### config.mk
export PLATFORM = sky130hd
export DESIGN_NAME = vdp_vram_arbiter
export DESIGN_NICKNAME = d
export VERILOG_FILES = /design/src/rtl/vdp_vram_arbiter.sv
export SDC_FILE = /design/constraint.sdc
export NUM_CORES = 1
export LEC_CHECK = 0
export CORE_MARGIN = 2
export CORE_UTILIZATION = 30
export CTS_BUF_LIST = sky130_fd_sc_hd__clkbuf_8
export DETAILED_ROUTE_END_ITERATION = 10
export PLACE_DENSITY = 0.78
export SETUP_SLACK_MARGIN = 0.4
export SLEW_MARGIN = 0
export SYNTH_ARGS = -nofsm -noshare
export SYNTH_HDL_FRONTEND = slang
export SYNTH_SLANG_ARGS = --single-unit
### constraint.sdc
create_clock -name clk -period 4.4 [get_ports clk]
set_input_delay 1.1 -clock clk [delete_from_list [all_inputs] [get_ports clk]]
set_output_delay 1.1 -clock clk [all_outputs]
set_load 0.02 [all_outputs]
### src/rtl/vdp_vram_arbiter.sv
// Single-port VRAM arbiter: bg / spr / cpu share one synchronous VRAM, with raster-phase priority.
// Latency: grant is combinational in cycle N, the VRAM access is registered at the end of N, and the tagged rvalid comes back in N+2.
// Backpressure: a requester holds req until its gnt; the cpu is forced to top priority after CPU_MAX_WAIT lost cycles.
module vdp_vram_arbiter #(
   parameter int ADDR_W       = 14,
   parameter int HBLANK_X     = 256,
   parameter int CPU_MAX_WAIT = 16
) (
   input  logic              clk,
   input  logic              rst_n,
   input  logic [8:0]        pixel_x,
   input  logic              bg_req,
   input  logic [ADDR_W-1:0] bg_addr,
   output logic              bg_gnt,
   output logic              bg_rvalid,
   input  logic              spr_req,
   input  logic [ADDR_W-1:0] spr_addr,
   output logic              spr_gnt,
   output logic              spr_rvalid,
   input  logic              cpu_req,
   input  logic              cpu_we,
   input  logic [ADDR_W-1:0] cpu_addr,
   input  logic [7:0]        cpu_wdata,
   output logic              cpu_gnt,
   output logic              cpu_rvalid,
   output logic [7:0]        rdata,
   output logic [ADDR_W-1:0] vram_addr,
   output logic              vram_we,
   output logic [7:0]        vram_wdata,
   input  logic [7:0]        vram_rdata
);

   localparam int         CNT_W      = $clog2(CPU_MAX_WAIT) + 1;
   localparam logic [9:0] HBLANK_X_W = 10'(HBLANK_X);
   localparam logic [CNT_W-1:0] CNT_MAX = CNT_W'(CPU_MAX_WAIT);

   typedef enum logic [1:0] {TAG_NONE, TAG_BG, TAG_SPR, TAG_CPU} tag_e;
   typedef enum logic {PH_ACTIVE, PH_HBLANK} phase_e;

   phase_e            phase_q, phase_d;
   tag_e              tag1_q, tag1_d, tag2_q, tag2_d;
   logic [CNT_W-1:0]  wait_cnt_q, wait_cnt_d;
   logic [ADDR_W-1:0] vram_addr_q, vram_addr_d;
   logic              vram_we_q, vram_we_d;
   logic [7:0]        vram_wdata_q, vram_wdata_d;
   logic              starve;

   assign starve = (wait_cnt_q == CNT_MAX);

   // Grant selection: starvation override first, then phase-dependent fixed priority
   always_comb begin
      bg_gnt  = 1'b0;
      spr_gnt = 1'b0;
      cpu_gnt = 1'b0;
      if (!rst_n) begin
         // no grants while reset is asserted
      end else if (starve && cpu_req) begin
         cpu_gnt = 1'b1;
      end else if (phase_q == PH_ACTIVE) begin
         if (bg_req)       bg_gnt  = 1'b1;
         else if (spr_req) spr_gnt = 1'b1;
         else if (cpu_req) cpu_gnt = 1'b1;
      end else begin
         if (spr_req)      spr_gnt = 1'b1;
         else if (bg_req)  bg_gnt  = 1'b1;
         else if (cpu_req) cpu_gnt = 1'b1;
      end
   end

   // Next-state: VRAM command, owner tag pipeline, raster phase and cpu wait counter
   always_comb begin
      vram_addr_d  = vram_addr_q;
      vram_we_d    = 1'b0;
      vram_wdata_d = vram_wdata_q;
      tag1_d       = TAG_NONE;
      if (bg_gnt) begin
         vram_addr_d = bg_addr;
         tag1_d      = TAG_BG;
      end else if (spr_gnt) begin
         vram_addr_d = spr_addr;
         tag1_d      = TAG_SPR;
      end else if (cpu_gnt) begin
         vram_addr_d = cpu_addr;
         vram_we_d   = cpu_we;
         if (cpu_we) vram_wdata_d = cpu_wdata;
         // writes return nothing, so they travel as NONE
         tag1_d = cpu_we ? TAG_NONE : TAG_CPU;
      end
      tag2_d  = tag1_q;
      phase_d = ({1'b0, pixel_x} >= HBLANK_X_W) ? PH_HBLANK : PH_ACTIVE;
      if (!cpu_req || cpu_gnt)     wait_cnt_d = '0;
      else if (wait_cnt_q != CNT_MAX) wait_cnt_d = wait_cnt_q + 1'b1;
      else                         wait_cnt_d = wait_cnt_q;
   end

   // State registers with synchronous active-low reset; in-flight reads are dropped
   always_ff @(posedge clk) begin
      if (!rst_n) begin
         phase_q      <= PH_ACTIVE;
         tag1_q       <= TAG_NONE;
         tag2_q       <= TAG_NONE;
         wait_cnt_q   <= '0;
         vram_addr_q  <= '0;
         vram_we_q    <= 1'b0;
         vram_wdata_q <= '0;
      end else begin
         phase_q      <= phase_d;
         tag1_q       <= tag1_d;
         tag2_q       <= tag2_d;
         wait_cnt_q   <= wait_cnt_d;
         vram_addr_q  <= vram_addr_d;
         vram_we_q    <= vram_we_d;
         vram_wdata_q <= vram_wdata_d;
      end
   end

   assign bg_rvalid  = (tag2_q == TAG_BG);
   assign spr_rvalid = (tag2_q == TAG_SPR);
   assign cpu_rvalid = (tag2_q == TAG_CPU);
   assign rdata      = vram_rdata;
   assign vram_addr  = vram_addr_q;
   assign vram_we    = vram_we_q;
   assign vram_wdata = vram_wdata_q;

endmodule

==> results.py <==
metrics = {
    "global_route": {
        "grtUsageTotal": 0.163,
        "met3_usage": 0.0600,
        "grt_first_pass_wirelength_um": 7950,
        "grt_max_degree": 22,
        "grt_busiest_layer": "met2",
        "grt_overflow": 0,
        "grt.met1_usage": 0.169,
        "antenna_found_initial": 0,
        "grtUsageMet2": 0.302,
        "grt_pass1_vias": 1784,
    },
    "sta": {
        "max-slew-margin-rel": 0.671,
        "final_max_slew_viol_count": 0,
        "worst_slew_pin_slew_ps": 492,
        "rsz0062_at_grt": "no",
        "max_freq_mhz": 259,
        "min_period_ps": 3870,
        "report.final.hold_viol_count": 0,
        "post-route-period-util": 0.879,
        "finClkSkew_ps": 8.42,
        "finalSetupViolations": 0,
        "tns_ps": 0,
        "holdWs_ps": 440,
    },
    "drt": {
        "vias": 1689,
        "vias_per_cell": 5.09,
        "remaining_drc_errors": 0,
        "first_iter_violations": 57,
        "dr.pass1.iters": 4,
        "routed_wirelength_um": 5010,
        "drt-wirelength-per-cell_um": 15.1,
        "postRouteAntennaNets": 0,
    },
    "floorplan": {
        "dieArea_sq_mm": 0.00639,
        "rows": 27,
        "io-pin-count": 110,
        "die_w_um": 79.9,
        "core_sq_mm": 0.00554,
        "start_util": 0.312,
        "die_h_um": 79.9,
    },
    "critical_path": {
        "cp-start-kind": "input port",
        "critical_path_arrival_ps": 2770,
        "crit_fanout": 12,
        "critPathBufInv": 3,
        "crit_family": "buffers and inverters",
        "path_depth": 5,
        "slowest_delay_ps": 620,
        "cpMostUsedCell": "clkdlybuf4s50_1",
        "crit_type": "input port to output pin",
        "worst_path_max_delay_cell": "clkdlybuf4s50_1",
        "cp-end-kind": "output pin",
        "rr_worst_depth": 6,
        "crit_chain": "clkdlybuf4s50_1, buf_4, and2_1, nor2b_1, clkdlybuf4s50_1",
        "critPathRequiredTime_ps": 3300,
    },
    "final_layout": {
        "drive_gt1_frac": 0.0808,
        "fillCellCount": 537,
        "layout-area-overhead-vs-synth_pct": 56.5,
        "multiInputGateArea_sq_um": 920,
        "n_antenna_cell": 0,
        "layout.nets": 334,
        "seqCellArea_sq_um": 661,
        "postLayoutCoreUtil": 0.489,
    },
    "power": {
        "ir_drop_mv": 0.169,
        "p_leak_nw": 0.991,
        "powerDensity_mw_per_mm2": 289,
    },
    "logic_synthesis": {
        "synth_flop_cell": "dfxtp_1",
        "netlist_area_sq_mm": 0.00173,
        "synth-edff-count": 0,
        "ys_ff_latch": 33,
        "ys_warn_count": 0,
        "synthArstFlopShare": 0,
        "syn_avg_cell_area_sq_um": 9.56,
        "syn-instance-count": 181,
        "ys_seq_area_frac": 0.382,
        "yosysUniqueCellTypes": 31,
        "synth_nets": 256,
    },
    "min_path": {
        "worstHoldPathCells": 1,
        "hp-class": "flop to flop",
    },
    "placed_design": {
        "numPortBuffers": 85,
        "hpwl_um": 3710,
        "place.gp.congestion": 0.708,
    },
    "cts": {
        "clkSlewWorstSetupHoldPaths_ps": 70,
        "hold_buffers": 0,
        "cts-resized-gates": 0,
        "htreeDepth": 2,
        "cts-buffers-inserted": 5,
        "clockBufferDepth": 2,
        "cts_tree": "built",
        "cts-root-buf": "clkbuf_8",
        "clk_latency_ps": 290,
        "cts_sinks": 33,
        "cts_setup_buffers": 0,
    },
    "run": {
        "max_cap_viol_count": 0,
    },
    "run_status": {
        "status": "finished, final reports clean",
    },
}
-- state kept, by name (all words and copies together) (netlist names) --
signal,cells
phase_q,1
vram_wdata,8
tag1_q,2
wait_cnt_q,5
vram_we,1
tag2_q,2
vram_addr,14
-- synthesized netlist by cell type (all sizes together), types with 2 or more instances --
cell / number / area (sq um)
xor2: 2 / 17.5
mux2i: 22 / 220
nand3: 17 / 85.1
a21oi: 2 / 21.3
a32oi: 14 / 123
nor2: 6 / 22.5
clkbuf: 5 / 18.8
dfxtp: 33 / 661
ha: 2 / 25.0
nor2b: 4 / 25.0
o21ai: 2 / 21.3
inv: 3 / 11.3
buf: 17 / 120
a21boi: 3 / 26.3
o221ai: 14 / 123
nand2b: 2 / 12.5
nand2: 19 / 71.3
nand3b: 2 / 15.0
and2: 5 / 31.3
-- cells by family after synthesis --
logic type                 share of synthesized area
AOI/OAI and AO/OA                              0.191
xor gates and xnor gates                      0.0101
adders and majority gates                     0.0145
buffers and inverters                         0.0868
DFF                                            0.382
muxes                                          0.127
and+or+nand+nor                                0.189
-- per-stage QoR --
step | instances | setup slack [ps] | area, sq um | total power [mW]
3_5_place_dp | 324 | 514 | 2590 | 0.498
2_1_floorplan | 181 | 1210 | 1730 | 0.413
4_1_cts | 332 | 512 | 2710 | 0.795
6_report | 332 | 533 | 2710 | 0.783
5_1_grt | 332 | 453 | 2710 | 0.821
3_3_place_gp | 324 | 507 | 2590 | 0.494
-- layer usage --
| layer | routed length [um] | vias up | part of all wire |
|---|---|---|---|
| li1 | - | 820 | - |
| met1 | 2070 | 796 | 0.41 |
| met2 | 2490 | 65 | 0.50 |
| met3 | 401 | 8 | 0.080 |
| met4 | 54 | 0 | 0.011 |
| met5 | 0 | - | 0 |
-- final timing paths --
check / slack, ps / startpoint / end
worst max-delay path: 530 / cpu_req / cpu_gnt
worst min-delay path: 440 / tag1_q[1] / tag2_q[1]
worst max register to register: 2800 / wait_cnt_q[0] / vram_addr[10]
worst min register to register: 440 / tag1_q[1] / tag2_q[1]
-- where the power goes --
| group | internal (mW) | total (mW) | switching, mW |
|---|---|---|---|
| logic | 0.0962 | 0.168 | 0.0721 |
| registers | 0.314 | 0.322 | 0.00816 |
| clock network | 0.182 | 0.292 | 0.110 |
| total | 0.592 | 0.783 | 0.190 |
-- area by class of cell --
cell class / count / area share
Multi-Input combinational cell: 123 / 0.339
Timing Repair Buffer: 93 / 0.336
Sequential cell: 33 / 0.244
Tap cell: 72 / 0.0333
Clock buffer: 6 / 0.0305
Clock inverter: 2 / 0.0125
Inverter: 3 / 0.00416
-- cells in the final DEF (no fill, tap or decap), drive strengths merged --
cell type	n
a211o	1
a21boi	3
a21oi	2
a32oi	14
and2	5
and3	1
and3b	1
and4bb	1
buf	8
bufinv	1
clkbuf	6
clkdlybuf4s50	85
dfxtp	33
ha	2
inv	4
mux2i	22
nand2	19
nand2b	2
nand3	17
nand3b	2
nand4bb	1
nor2	6
nor2b	4
o211ai	1
o21ai	2
o221ai	14
or2	1
xor2	2
(Power assumes the default switching activity.)
==> RTL edit: new RTL, config.mk and constraints unchanged <==
The 4 values of `tag_e` get a one-hot encoding in 4 bits.
--- a/src/rtl/vdp_vram_arbiter.sv
+++ b/src/rtl/vdp_vram_arbiter.sv
@@ -35,5 +35,5 @@
    localparam logic [CNT_W-1:0] CNT_MAX = CNT_W'(CPU_MAX_WAIT);
 
-   typedef enum logic [1:0] {TAG_NONE, TAG_BG, TAG_SPR, TAG_CPU} tag_e;
+   typedef enum logic [3:0] {TAG_NONE = 4'b0001, TAG_BG = 4'b0010, TAG_SPR = 4'b0100, TAG_CPU = 4'b1000} tag_e;
    typedef enum logic {PH_ACTIVE, PH_HBLANK} phase_e;
 
Behaviour: same outputs for any inputs over 10 cycles, from zero or initial values and one cycle with rst_n low; not proved beyond that.
==> RTL edit against the original RTL <==
  * Count of clock-buffer cells in the layout unchanged
  * First-iteration DRC count up 26%
  * Worst setup slack better by 0.025 ns
  * Sequential share of layout area up 2.9 points
  * Clock power up 5%
  * Synthesized area down 0.58%
  * Final area up 0.37%
  * Sequential cell count up 4
  * Routed wire length up 1.5%
  * Non-clock buffer count unchanged
  * Power up 5.2%
==> RTL edit: results (changes against the original RTL) <==
* Status: finished, final reports clean (unchanged)
* Final HPWL DP at 3740 um (was 3710 um)
* Maximum VDD drop at 0.198 mV (was 0.169 mV)
* Register area at 741 sq um (was 661 sq um)
* Met3 usage in global routing at 4.75% (was 6.00%)
* Hold Startpoint: tag1_q[0] (was tag1_q[1])
* Post-synthesis sequential area ratio at 43.1% (was 38.2%)
* Clk. pwr at 0.308 mW (was 0.292 mW)
* P_leak at 0.944 nW (was 0.991 nW)
* Layout clock area frac at 4.42% (was 4.30%)
* Post-Place Cell Area at 0.00260 sq mm (was 0.00259 sq mm)
* Total track usage at 16.3% (about the same)
* Multi-input gate share of total cell area at 31.1% (was 33.9%)
* Met2 usage at 26.9% (was 30.2%)
* Tot Pwr at 0.823 mW (was 0.783 mW)
* Post-layout util at 49.4% (was 48.9%)
* Met3 routed WL at 368 um (was 401 um)
* Max FO, Critical Path at 7 (was 12)
* Ranking of synthesized cells by area: dfxtp_1 43%, o211ai_1 12%, a32oi_1 7.1%, nand2_1 7.0%, mux2i_1 4.7% (was dfxtp_1 38%, mux2i_1 13%, a32oi_1 7.1%, o221ai_1 7.1%, nand3_1 4.9%)
* Share of post-route cells with drive strength above 1 at 7.95% (was 8.08%)
* Most instantiated cells after synthesis: 37 x dfxtp_1, 32 x nand2_1, 28 x o211ai_1 (was 33 x dfxtp_1, 22 x mux2i_1, 19 x nand2_1)
* Slew @ Worst Pin at 0.791 ns (was 0.492 ns)
* I/O Buffers at 85 (unchanged)
* Synth Net Count at 261 (was 256)
* Synth Area in Adders at 1.45% (about the same)
* Sequential cell count at 37 (was 33)
* Complex-gate fraction of the synthesized area at 22.0% (was 19.1%)
* Filler cell count at 524 (was 537)
* Pwr dens at 303 mW/mm^2 (was 289 mW/mm^2)
* Initial DRC count at 72 (was 57)
* NonClk Buf Share at 33.5% (was 33.6%)
* Met2 wire length at 2370 um (was 2490 um)
* Critical path origin: spr_req (was cpu_req)
* Metal1 wirelength at 2320 um (was 2070 um)
* Multiplexer share of the synthesized area at 4.65% (was 12.7%)
* Sequential Power at 0.360 mW (was 0.322 mW)
* Clock skew at 0.00716 ns (was 0.00842 ns)
* Pin count of the biggest net entering global routing at 19 (was 22)
* 1st-pass router iterations at 7 (was 4)
* GRT met1 Usage at 21.0% (was 16.9%)
* Xor-xnor portion of the synthesized cell area at 1.53% (was 1.01%)
* Post-Place Setup Slack at 0.567 ns (was 0.514 ns)
[RTL edit: through the flow]
step | hold WS, ns | cells
3_3_place_gp | 0.398 | 328
6_report | 0.415 | 336
2_1_floorplan | 0.386 | 186
5_1_grt | 0.418 | 336
4_1_cts | 0.416 | 336
3_5_place_dp | 0.403 | 328
[RTL edit: worst paths after layout]
path	endpoint	slack, ns	cells after the start
setup / recovery	bg_gnt	0.56	4
hold / removal	tag2_q[0]	0.41	1
setup reg to reg	vram_wdata[7]	2.54	6
hold reg to reg	tag2_q[0]	0.41	1
[RTL edit: cell families after synthesis]
group	count (synthesis)
compound gates	48
xor+xnor	3
fa+ha+maj	2
buf+inv	26
flops	37
mux	8
simple gates	62
[RTL edit: worst max-delay path, cell delays in order]
cell	delay, ns
clkdlybuf4s50_1	0.59
a21boi_2	0.24
nor2b_1	0.17
clkdlybuf4s50_1	0.64
